[config.mk]
export PLATFORM = sky130hd
export DESIGN_NAME = hir_mem_stream_reader_flat
export DESIGN_NICKNAME = d
export VERILOG_FILES = /design/src/rtl/hir_mem_stream_reader_if.sv /design/src/rtl/hir_mem_stream_reader.sv /design/src/flat_wrapper.sv
export SDC_FILE = /design/constraint.sdc
export NUM_CORES = 1
export LEC_CHECK = 0
export CAP_MARGIN = 20
export CORE_MARGIN = 2
export CORE_UTILIZATION = 53
export CTS_CLUSTER_DIAMETER = 150
export CTS_CLUSTER_SIZE = 20
export DETAILED_ROUTE_END_ITERATION = 10
export HOLD_SLACK_MARGIN = 0.06
export PLACE_DENSITY = 0.8
export SYNTH_ARGS = -nofsm -noshare
export SYNTH_HDL_FRONTEND = slang
export SYNTH_SLANG_ARGS = --single-unit
[constraint.sdc]
create_clock -name clk -period 3.89 [get_ports clk]
set_clock_uncertainty 0.05 [all_clocks]
set_input_delay 0.778 -clock clk [delete_from_list [all_inputs] [get_ports clk]]
set_output_delay 0.778 -clock clk [all_outputs]
set_load 0.02 [all_outputs]
[src/rtl/hir_mem_stream_reader_if.sv]
// hir_mem_stream_reader_if: groups the control, memory read-port and output
// stream signals of hir_mem_stream_reader into one bundle.
// The optional stride input exists only when HIR_MEM_READER_STRIDE_EN is defined.
// master: the reader itself. slave: the environment around it.

interface hir_mem_stream_reader_if #(
    parameter int ADDR_WIDTH    = 10,
    parameter int ELEMENT_WIDTH = 16
);
    // control
    logic                     start;
    logic [ADDR_WIDTH-1:0]    base_addr;
    logic [ADDR_WIDTH:0]      count;
`ifdef HIR_MEM_READER_STRIDE_EN
    logic [ADDR_WIDTH-1:0]    stride;
`endif
    logic                     busy;
    logic                     done;
    // memory read port
    logic                     mem_addr_en;
    logic [ADDR_WIDTH-1:0]    mem_addr_data;
    logic                     mem_rd_en;
    logic [ELEMENT_WIDTH-1:0] mem_rd_data;
    // output stream
    logic                     out_valid;
    logic                     out_ready;
    logic [ELEMENT_WIDTH-1:0] out_data;
    logic                     out_last;

    modport master (
`ifdef HIR_MEM_READER_STRIDE_EN
        input  stride,
`endif
        input  start, base_addr, count, mem_rd_data, out_ready,
        output busy, done, mem_addr_en, mem_addr_data, mem_rd_en,
        output out_valid, out_data, out_last
    );

    modport slave (
`ifdef HIR_MEM_READER_STRIDE_EN
        output stride,
`endif
        output start, base_addr, count, mem_rd_data, out_ready,
        input  busy, done, mem_addr_en, mem_addr_data, mem_rd_en,
        input  out_valid, out_data, out_last
    );
endinterface

[src/rtl/hir_mem_stream_reader.sv]
// hir_mem_stream_reader: walks a contiguous address range of a HIR memory
// read port and emits the elements as a valid/ready stream with out_last on
// the final element. Requests are only issued while the in-flight responses
// plus buffered elements leave room in the output FIFO, so the fixed read
// latency is absorbed under backpressure without ever dropping data.
// Optional build macro HIR_MEM_READER_STRIDE_EN adds a per-request address
// stride; without it the address advances by one.

module hir_mem_stream_reader_chk #(
    parameter int CNT_W      = 3,
    parameter int FIFO_DEPTH = 3
) (
    input logic             clk,
    input logic             rst,
    input logic             i_push,
    input logic             i_pop,
    input logic [CNT_W-1:0] i_fifo_cnt
);
    // The credit rule must never let a push land on a full buffer without a pop.
    a_no_overflow: assert property (@(posedge clk) disable iff (!rst)
        !(i_push && !i_pop && (i_fifo_cnt == CNT_W'(FIFO_DEPTH))));
endmodule

module hir_mem_stream_reader #(
    parameter int ADDR_WIDTH    = 10,
    parameter int ELEMENT_WIDTH = 16,
    parameter int RD_LATENCY    = 1,
    parameter int FIFO_DEPTH    = RD_LATENCY + 2
) (
    input logic                     clk,
    input logic                     rst,
    hir_mem_stream_reader_if.master bus
);
    localparam int CNT_W = $clog2(FIFO_DEPTH + RD_LATENCY + 1) + 1;
    localparam int PTR_W = (FIFO_DEPTH > 1) ? $clog2(FIFO_DEPTH) : 1;
    localparam logic [ADDR_WIDTH:0] REM_ONE = {{ADDR_WIDTH{1'b0}}, 1'b1};

    typedef enum logic [1:0] {
        S_IDLE  = 2'd0,
        S_RUN   = 2'd1,
        S_DRAIN = 2'd2,
        S_DONE  = 2'd3
    } state_t;

    state_t                   r_state;
    state_t                   w_state_nxt;
    logic                     r_busy;
    logic                     r_done;
    logic [ADDR_WIDTH-1:0]    r_addr;
    logic [ADDR_WIDTH-1:0]    r_step;
    logic [ADDR_WIDTH:0]      r_remaining;
    logic [ADDR_WIDTH-1:0]    w_step_start;

    logic [ELEMENT_WIDTH-1:0] r_fifo_data [FIFO_DEPTH];
    logic [FIFO_DEPTH-1:0]    r_fifo_last;
    logic [PTR_W-1:0]         r_wr_ptr;
    logic [PTR_W-1:0]         r_rd_ptr;
    logic [CNT_W-1:0]         r_fifo_cnt;

    logic [CNT_W-1:0]         w_inflight;
    logic [CNT_W-1:0]         w_credit_used;
    logic                     w_issue;
    logic                     w_issue_last;
    logic                     w_push;
    logic                     w_push_last;
    logic                     w_pop;
    logic                     w_out_valid;
    logic [ELEMENT_WIDTH-1:0] w_head_data;
    logic                     w_head_last;

`ifdef HIR_MEM_READER_STRIDE_EN
    assign w_step_start = bus.stride;
`else
    assign w_step_start = ADDR_WIDTH'(1'b1);
`endif

    function automatic logic [PTR_W-1:0] ptr_inc(input logic [PTR_W-1:0] p);
        return (p == PTR_W'(FIFO_DEPTH - 1)) ? '0 : p + PTR_W'(1'b1);
    endfunction

    // Credit-limited issue: request only while the buffer can hold every outstanding response.
    always_comb begin
        w_credit_used = w_inflight + r_fifo_cnt;
        w_issue       = (r_state == S_RUN) && (r_remaining != '0) &&
                        (w_credit_used < CNT_W'(FIFO_DEPTH));
        w_issue_last  = w_issue && (r_remaining == REM_ONE);
    end

    generate
        if (RD_LATENCY == 0) begin : g_comb_read
            // Combinational memory: the response is captured in the issuing cycle.
            assign w_push      = w_issue;
            assign w_push_last = w_issue_last;
            assign w_inflight  = '0;
        end else begin : g_pipe_read
            logic [RD_LATENCY-1:0] r_req_vld;
            logic [RD_LATENCY-1:0] r_req_last;

            // Shift issued requests along the read latency; reset discards them.
            always_ff @(posedge clk or negedge rst) begin
                if (!rst) begin
                    r_req_vld  <= '0;
                    r_req_last <= '0;
                end else begin
                    r_req_vld  <= (r_req_vld << 1) | RD_LATENCY'(w_issue);
                    r_req_last <= (r_req_last << 1) | RD_LATENCY'(w_issue_last);
                end
            end

            // Popcount of the in-flight tracker for the credit check.
            always_comb begin
                w_inflight = '0;
                for (int i = 0; i < RD_LATENCY; i++) begin
                    w_inflight = w_inflight + CNT_W'(r_req_vld[i]);
                end
            end

            assign w_push      = r_req_vld[RD_LATENCY-1];
            assign w_push_last = r_req_last[RD_LATENCY-1];
        end
    endgenerate

    assign w_out_valid = (r_fifo_cnt != '0);
    assign w_head_data = r_fifo_data[r_rd_ptr];
    assign w_head_last = r_fifo_last[r_rd_ptr];
    assign w_pop       = w_out_valid && bus.out_ready;

    // Next-state decode for the transfer sequencer.
    always_comb begin
        w_state_nxt = r_state;
        case (r_state)
            S_IDLE: begin
                if (bus.start) begin
                    if (bus.count == '0) begin
                        w_state_nxt = S_DONE;
                    end else begin
                        w_state_nxt = S_RUN;
                    end
                end else begin
                    w_state_nxt = S_IDLE;
                end
            end
            S_RUN: begin
                if (w_issue_last) begin
                    w_state_nxt = S_DRAIN;
                end else begin
                    w_state_nxt = S_RUN;
                end
            end
            S_DRAIN: begin
                if (w_pop && w_head_last) begin
                    w_state_nxt = S_DONE;
                end else begin
                    w_state_nxt = S_DRAIN;
                end
            end
            S_DONE:  w_state_nxt = S_IDLE;
            default: w_state_nxt = S_IDLE;
        endcase
    end

    // State register plus registered busy/done derived from the next state.
    always_ff @(posedge clk or negedge rst) begin
        if (!rst) begin
            r_state <= S_IDLE;
            r_busy  <= 1'b0;
            r_done  <= 1'b0;
        end else begin
            r_state <= w_state_nxt;
            r_busy  <= (w_state_nxt == S_RUN) || (w_state_nxt == S_DRAIN);
            r_done  <= (w_state_nxt == S_DONE);
        end
    end

    // Latch the transfer descriptor on start, then step address and remaining per request.
    always_ff @(posedge clk or negedge rst) begin
        if (!rst) begin
            r_addr      <= '0;
            r_step      <= '0;
            r_remaining <= '0;
        end else if ((r_state == S_IDLE) && bus.start) begin
            r_addr      <= bus.base_addr;
            r_step      <= w_step_start;
            r_remaining <= bus.count;
        end else if (w_issue) begin
            r_addr      <= r_addr + r_step;
            r_remaining <= r_remaining - REM_ONE;
        end
    end

    // Output FIFO: capture read responses, release on stream handshake.
    always_ff @(posedge clk or negedge rst) begin
        if (!rst) begin
            for (int i = 0; i < FIFO_DEPTH; i++) begin
                r_fifo_data[i] <= '0;
            end
            r_fifo_last <= '0;
            r_wr_ptr    <= '0;
            r_rd_ptr    <= '0;
            r_fifo_cnt  <= '0;
        end else begin
            if (w_push) begin
                r_fifo_data[r_wr_ptr] <= bus.mem_rd_data;
                r_fifo_last[r_wr_ptr] <= w_push_last;
                r_wr_ptr              <= ptr_inc(r_wr_ptr);
            end
            if (w_pop) begin
                r_rd_ptr <= ptr_inc(r_rd_ptr);
            end
            case ({w_push, w_pop})
                2'b10:   r_fifo_cnt <= r_fifo_cnt + CNT_W'(1'b1);
                2'b01:   r_fifo_cnt <= r_fifo_cnt - CNT_W'(1'b1);
                default: r_fifo_cnt <= r_fifo_cnt;
            endcase
        end
    end

    assign bus.busy          = r_busy;
    assign bus.done          = r_done;
    assign bus.mem_addr_en   = w_issue;
    assign bus.mem_rd_en     = w_issue;
    assign bus.mem_addr_data = r_addr;
    assign bus.out_valid     = w_out_valid;
    assign bus.out_data      = w_out_valid ? w_head_data : '0;
    assign bus.out_last      = w_out_valid && w_head_last;

    hir_mem_stream_reader_chk #(
        .CNT_W      (CNT_W),
        .FIFO_DEPTH (FIFO_DEPTH)
    ) u_chk (
        .clk        (clk),
        .rst        (rst),
        .i_push     (w_push),
        .i_pop      (w_pop),
        .i_fifo_cnt (r_fifo_cnt)
    );
endmodule

[src/flat_wrapper.sv]
// flat-port wrapper written by rule: the top's interface ports become plain ports
module hir_mem_stream_reader_flat 
#(
    parameter int ADDR_WIDTH    = 10,
    parameter int ELEMENT_WIDTH = 16,
    parameter int RD_LATENCY    = 1,
    parameter int FIFO_DEPTH    = RD_LATENCY + 2
)
  (clk, rst, bus_start, bus_base_addr, bus_count, bus_mem_rd_data, bus_out_ready, bus_busy, bus_done, bus_mem_addr_en, bus_mem_addr_data, bus_mem_rd_en, bus_out_valid, bus_out_data, bus_out_last);
  hir_mem_stream_reader_if #(.ADDR_WIDTH(ADDR_WIDTH), .ELEMENT_WIDTH(ELEMENT_WIDTH)) bus_i ();
  input logic clk;
  input logic rst;
  input wire logic [$bits(bus_i.start)-1:0] bus_start;
  input wire logic [$bits(bus_i.base_addr)-1:0] bus_base_addr;
  input wire logic [$bits(bus_i.count)-1:0] bus_count;
  input wire logic [$bits(bus_i.mem_rd_data)-1:0] bus_mem_rd_data;
  input wire logic [$bits(bus_i.out_ready)-1:0] bus_out_ready;
  output wire logic [$bits(bus_i.busy)-1:0] bus_busy;
  output wire logic [$bits(bus_i.done)-1:0] bus_done;
  output wire logic [$bits(bus_i.mem_addr_en)-1:0] bus_mem_addr_en;
  output wire logic [$bits(bus_i.mem_addr_data)-1:0] bus_mem_addr_data;
  output wire logic [$bits(bus_i.mem_rd_en)-1:0] bus_mem_rd_en;
  output wire logic [$bits(bus_i.out_valid)-1:0] bus_out_valid;
  output wire logic [$bits(bus_i.out_data)-1:0] bus_out_data;
  output wire logic [$bits(bus_i.out_last)-1:0] bus_out_last;
  assign bus_i.start = bus_start;
  assign bus_i.base_addr = bus_base_addr;
  assign bus_i.count = bus_count;
  assign bus_i.mem_rd_data = bus_mem_rd_data;
  assign bus_i.out_ready = bus_out_ready;
  assign bus_busy = bus_i.busy;
  assign bus_done = bus_i.done;
  assign bus_mem_addr_en = bus_i.mem_addr_en;
  assign bus_mem_addr_data = bus_i.mem_addr_data;
  assign bus_mem_rd_en = bus_i.mem_rd_en;
  assign bus_out_valid = bus_i.out_valid;
  assign bus_out_data = bus_i.out_data;
  assign bus_out_last = bus_i.out_last;
  hir_mem_stream_reader #(.ADDR_WIDTH(ADDR_WIDTH), .ELEMENT_WIDTH(ELEMENT_WIDTH), .RD_LATENCY(RD_LATENCY), .FIFO_DEPTH(FIFO_DEPTH)) u_core (.clk(clk), .rst(rst), .bus(bus_i));
endmodule
# Word level (Yosys, flattened, before mapping)
# Cells that the tools add are included.
dict set report word_totals {
  register_bits 87
  inputBits 41
  elab_cells 82
}
dict set report classes {
  add_sub_neg 7
  n_lt_le_gt_ge 7
  eq_ne 11
  muxes 24
  n_bitwise 2
  n_reduce_logical 16
}
# cell count
set ops {}
lappend ops {{two-way mux 16 bit} 4}
lappend ops {{bitwise mux 48 bit} 1}
lappend ops {{binary-select mux 16 bit (select 2 bit)} 1}
lappend ops {{demux 16 bit (select 2 bit)} 1}
lappend ops {{two-way mux 11 bit} 2}
lappend ops {{two-way mux 10 bit} 2}
lappend ops {{equality test 2 bit, second input constant} 7}
lappend ops {{equality test 11 x 1 -> 1 bit, second input constant} 1}
lappend ops {{logical NOT 11 bit} 1}
lappend ops {{nonzero test 11 bit} 1}
lappend ops {{subtractor 11 x 1 -> 11 bit, second input constant} 1}
lappend ops {{adder 10 x 1 -> 10 bit} 1}
lappend ops {{two-way mux 2 bit} 5}
lappend ops {{logical AND 1 bit} 9}
lappend ops {{one-hot mux 2 bit (4 select lines)} 1}
lappend ops {{one-hot mux 4 bit (2 select lines)} 1}
lappend ops {{equality test 2 x 1 -> 1 bit, second input constant} 3}
lappend ops {{>= comparator 3 bit, second input constant} 2}
lappend ops {{< comparator 2 x 3 -> 1 bit, second input constant} 2}
lappend ops {{NOT 2 -> 3 bit} 2}
lappend ops {{adder 1 x 4 -> 4 bit} 1}
lappend ops {{adder 2 x 1 -> 2 bit, second input constant} 2}
lappend ops {{adder 4 x 1 -> 4 bit, second input constant} 1}
lappend ops {{< comparator 4 x 2 -> 1 bit, second input constant} 1}
lappend ops {{other kinds (11)} 14}

# Logic depth before layout (Yosys ltp)
dict set report logic_depth {
  word_depth 8
  ltp_mapped 11
}

# Worst setup path before layout
# Ideal clock, no wire load.
dict set report synth_path {
  path_type {register to register}
  start {reg u_core.r_fifo_cnt[1]}
  end {reg u_core.r_fifo_cnt[3]}
  arrival_ns 2.802
  required_time_ns 3.715
  slack_ns 0.913
  path_stages_with_launch 12
  path_buffers 0
  path_cell_list {dfrtp_1 -> nor4_1 -> inv_1 -> nand2_1 -> inv_1 -> ha_1 -> ha_1 -> a21o_1 -> a21oi_1 -> xnor2_1 -> nor2_1 -> xor2_1}
}
dict set report synth_via {
  elab_chain_cells 4
  elab_cells_between_ends 8
  cone_classes {2 x add/sub; 2 x eq/ne; 1 x mux; 3 x reduce/logical}
}
# element line
set synth_lines {}
lappend synth_lines {{from (decl)} hir_mem_stream_reader.sv:58} ;# logic [CNT_W-1:0] r_fifo_cnt;
lappend synth_lines {{from (signal assigned)} hir_mem_stream_reader.sv:211} ;# 2'b10: r_fifo_cnt <= r_fifo_cnt + CNT_W'(1'b1);
lappend synth_lines {{from (signal assigned)} hir_mem_stream_reader.sv:212} ;# 2'b01: r_fifo_cnt <= r_fifo_cnt - CNT_W'(1'b1);
lappend synth_lines {{from (signal assigned)} hir_mem_stream_reader.sv:213} ;# default: r_fifo_cnt <= r_fifo_cnt;
lappend synth_lines {{nonzero test 4 bit (*)} hir_mem_stream_reader.sv:123} ;# assign w_out_valid = (r_fifo_cnt != '0);
lappend synth_lines {{via bus_out_valid} flat_wrapper.sv:23} ;# output wire logic [$bits(bus_i.out_valid)-1:0] bus_out_valid;
lappend synth_lines {{logical AND 1 bit (*)} hir_mem_stream_reader.sv:126} ;# assign w_pop = w_out_valid && bus.out_ready;
lappend synth_lines {{equality test 2 x 1 -> 1 bit / equality test 2 bit (equally long branches)} hir_mem_stream_reader.sv:210} ;# case ({w_push, w_pop})
lappend synth_lines {{one-hot mux 4 bit (2 select lines) / nonzero test 2 bit (equally long branches)} -}
# The timed path passes the listed nets; every way through them passes the cells marked *.
# A chain may end at the register's enable or synchronous reset.

# Worst setup path in the final report
dict set report layout_path {
  start {reg u_core.r_remaining[3]}
  end {out bus_mem_addr_en}
}
dict set report layout_via {
  elab_chain_cells 3
}
# element line
set layout_lines {}
lappend layout_lines {{from (decl)} hir_mem_stream_reader.sv:51} ;# logic [ADDR_WIDTH:0] r_remaining;
lappend layout_lines {{from (signal assigned)} hir_mem_stream_reader.sv:184} ;# r_remaining <= bus.count;
lappend layout_lines {{from (signal assigned)} hir_mem_stream_reader.sv:187} ;# r_remaining <= r_remaining - REM_ONE;
lappend layout_lines {{nonzero test 11 bit} hir_mem_stream_reader.sv:84} ;# w_issue = (r_state == S_RUN) && (r_remaining != '0) &&
lappend layout_lines {{logical AND 1 bit (2 in a row)} hir_mem_stream_reader.sv:84}
lappend layout_lines {{to (decl)} flat_wrapper.sv:20} ;# output wire logic [$bits(bus_i.mem_addr_en)-1:0] bus_mem_addr_en;
# No other way between the ends.

==> out/results.tsv <==
stage	metric	value	unit
global_routing	grt_overflow	0	
global_routing	antenna_found_initial	0	
clock_tree	ctsResizeCount	0	
synth	synth_cell_types	49	
global_routing	grt_pass1_vias	3336	
synth	ys_seq_area_share	50.12	%
floorplanning	boundaryPins	73	
detailed_routing	totalWireLength	9477	µm
timing	worst_hold_slack	217.8	ps
power_and_ir_drop	peakVddDrop	0.3329	mV
detailed_routing	wl_per_cell	16.34	µm
clock_tree	cts_made_buffers	9	
detailed_routing	vias_per_cell	5.767	
floorplanning	core_area	0.008093	mm²
detailed_routing	drt_pass1_iterations	4	
hold_path	hp-class	in2async	
placement	place_congestion	0.8932	
synth	netlist_area	0.004344	mm²
critical_path	required	3060	ps
critical_path	critical_path_class	reg2out	
critical_path	crit_path_max_fanout	8	
detailed_routing	vias	3345	
timing	drv_slew	0	
floorplanning	start_util	53.68	%
critical_path	startpoint_type	flop	
synth	postSynthCellCount	394	
detailed_routing	drc	0	
clock_tree	h-tree-depth	3	
clock_tree	cts-root-buf	clkbuf_8	
global_routing	gr-usage-met2	38.45	%
synth	yosysTopAreaCell	dfrtp_1	
detailed_routing	drt_iter0_drc	146	
floorplanning	die_area	0.008937	mm²
global_routing	grtUsageTotal	22.55	%
synth	synthArstFlopShare	100.0	%
power_and_ir_drop	p_per_area	801.5	mW/mm²
timing	setup_viol_count_final	0	
timing	post-route-period-util	89.86	%
timing	hold_violations	0	
timing	max_freq	286.1	MHz
clock_tree	cts_tree	yes	
timing	fin_ws	394.3	ps
synth	synthesis.nets	446	
synth	ys_ff_latch	87	
clock_tree	cts_sinks	87	
global_routing	use_met3	5.188	%
placement	post-place-ws	790.7	ps
layout	fin_nets	522	
floorplanning	die_w	94.54	µm
floorplanning	rows	33	
flow_run	drv_cap	0	
synth	ys.flop_type	dfrtp_1	
detailed_routing	antenna_left	0	
placement	post-dp-hpwl	6499	µm
timing	slew_headroom	32.68	%
layout	drive_above_1_share	18.95	%
status	status	complete, no violations	
layout	antenna_cells	0	
placement	port_buffers	72	
timing	rsz0062_at_grt	false	
global_routing	grt_max_degree	88	
global_routing	grt_pass1_wl	15900	µm
layout	syn_to_final_growth	25.49	%
timing	setup_tns	0	ps
synth	synth_area_per_cell	11.03	µm²
synth	synth_top_area_share	50.12	%
clock_tree	clk_latency	340	ps
clock_tree	cts_setup_buffers	0	
critical_path	end_kind	primary output	
critical_path	ff2ff_path_depth	12	
timing	min_period	3496	ps
synth	synth_area_leaders	dfrtp_1 50%, mux2_2 13%, mux2i_1 4.6%	
clock_tree	path_clk_slew	90	ps
synth	ys_warn_count	0	
clock_tree	clockBufferDepth	2	
layout	final_common_cell	dfrtp_1	
layout	most-common-layout-cells	87 x dfrtp_1, 71 x clkdlybuf4s50_1, 52 x mux2_2	
global_routing	top_usage_layer	met2	
timing	tightest_slew	1007	ps
critical_path	worstPathArrival	2670	ps
layout	fin_util	67.36	%
power_and_ir_drop	p_leak	2.300	nW
floorplanning	die_h	94.54	µm
clock_tree	postCtsHoldBufs	0	
global_routing	grtUsageMet1	29.60	%
synth	synth_edf_count	0	
## state kept, by name, summed over array words and instances (netlist names)
signal,flops
u_core.bus.busy,1
u_core.bus.done,1
u_core.bus.mem_addr_data,10
u_core.g_pipe_read.r_req_last,1
u_core.g_pipe_read.r_req_vld,1
u_core.r_fifo_cnt,4
u_core.r_fifo_data,48
u_core.r_fifo_last,3
u_core.r_rd_ptr,2
u_core.r_remaining,11
u_core.r_state,2
u_core.r_step,1
u_core.r_wr_ptr,2
## synthesized netlist by cell type (2+ instances only)
| library cell | n |
|---|---|
| nor3b_1 | 5 |
| nor4_1 | 8 |
| dfrtp_1 | 87 |
| a221o_2 | 2 |
| o22ai_1 | 2 |
| xor2_1 | 3 |
| or3_2 | 2 |
| a21oi_1 | 19 |
| and3_1 | 5 |
| nand2b_1 | 2 |
| o21a_1 | 2 |
| a21o_1 | 3 |
| nor3_1 | 12 |
| or3_1 | 3 |
| a221o_1 | 4 |
| xnor2_1 | 6 |
| nor2b_1 | 3 |
| nor2_1 | 44 |
| o21ai_0 | 14 |
| a31oi_1 | 6 |
| and4_1 | 2 |
| nand3_1 | 11 |
| and2_1 | 2 |
| mux2i_1 | 20 |
| clkbuf_1 | 14 |
| buf_6 | 2 |
| mux2_2 | 52 |
| nand2_1 | 20 |
| ha_1 | 10 |
| inv_1 | 10 |
## kinds of logic (layout without fill, tap and decap cells)
logic type | Yosys count | count (layout) | synth area share, %
compound gates | 63 | 63 | 9.649
mux | 72 | 72 | 18.09
xor+xnor | 9 | 9 | 1.815
buf+inv | 29 | 110 | 2.996
fa+ha+maj | 11 | 11 | 3.341
flops | 87 | 87 | 50.12
simple gates | 123 | 123 | 14.00
## layout make-up
class / count / area [µm²]
Fill cell: 650 / 2641
Clock inverter: 6 / 92.59
Clock buffer: 10 / 137.6
Sequential cell: 87 / 2177
Multi-Input combinational cell: 278 / 2048
Inverter: 11 / 43.79
Timing Repair Buffer: 83 / 820.8
Tap cell: 105 / 131.4
## worst max-delay path, cell delays in order (launching register included)
cell and delay (ps):
dfrtp_1 440, or4_4 580, or3_1 450, o21ai_4 220, inv_4 80, clkdlybuf4s50_1 550
## per-stage QoR
stage	std cells	total power, mW	instance area, µm²
floorplan	394	2.913	4344
global placement	563	3.584	5194
detailed placement	563	3.673	5194
CTS	579	4.397	5424
global route	580	4.679	5451
finish	580	4.369	5451
## final timing paths
| kind | startpoint | to | slack [ps] |
|---|---|---|---|
| max | u_core.r_remaining[3]$_DFFE_PN0P_ | bus_mem_addr_en | 390 |
| max reg2reg | u_core.r_fifo_cnt[1]$_DFFE_PN0P_ | u_core.r_fifo_cnt[3]$_DFFE_PN0P_ | 1150 |
| min reg2reg | u_core.r_step[0]$_DFFE_PN0P_ | u_core.r_step[0]$_DFFE_PN0P_ | 450 |
| min in group clk | u_core.r_step[0]$_DFFE_PN0P_ | u_core.r_step[0]$_DFFE_PN0P_ | 450 |
| min | rst | u_core.r_fifo_data[3]$_DFFE_PN0P_ | 220 |
| max in group asynchronous | rst | u_core.r_fifo_data[45]$_DFFE_PN0P_ | 2940 |
## where the power goes
part	total [mW]	internal [mW]	switching (mW)
registers	1.54	1.26	0.280
clock network	0.712	0.383	0.329
logic	2.12	1.05	1.06
## per-layer routing
| metal | vias up | routed length [µm] |
|---|---|---|
| met5 | - | 0 |
| met4 | 0 | 124 |
| met3 | 12 | 487 |
| met2 | 99 | 4718 |
| met1 | 1662 | 4147 |
| li1 | 1572 | - |
Note: power is estimated with default switching activity, not from simulation.
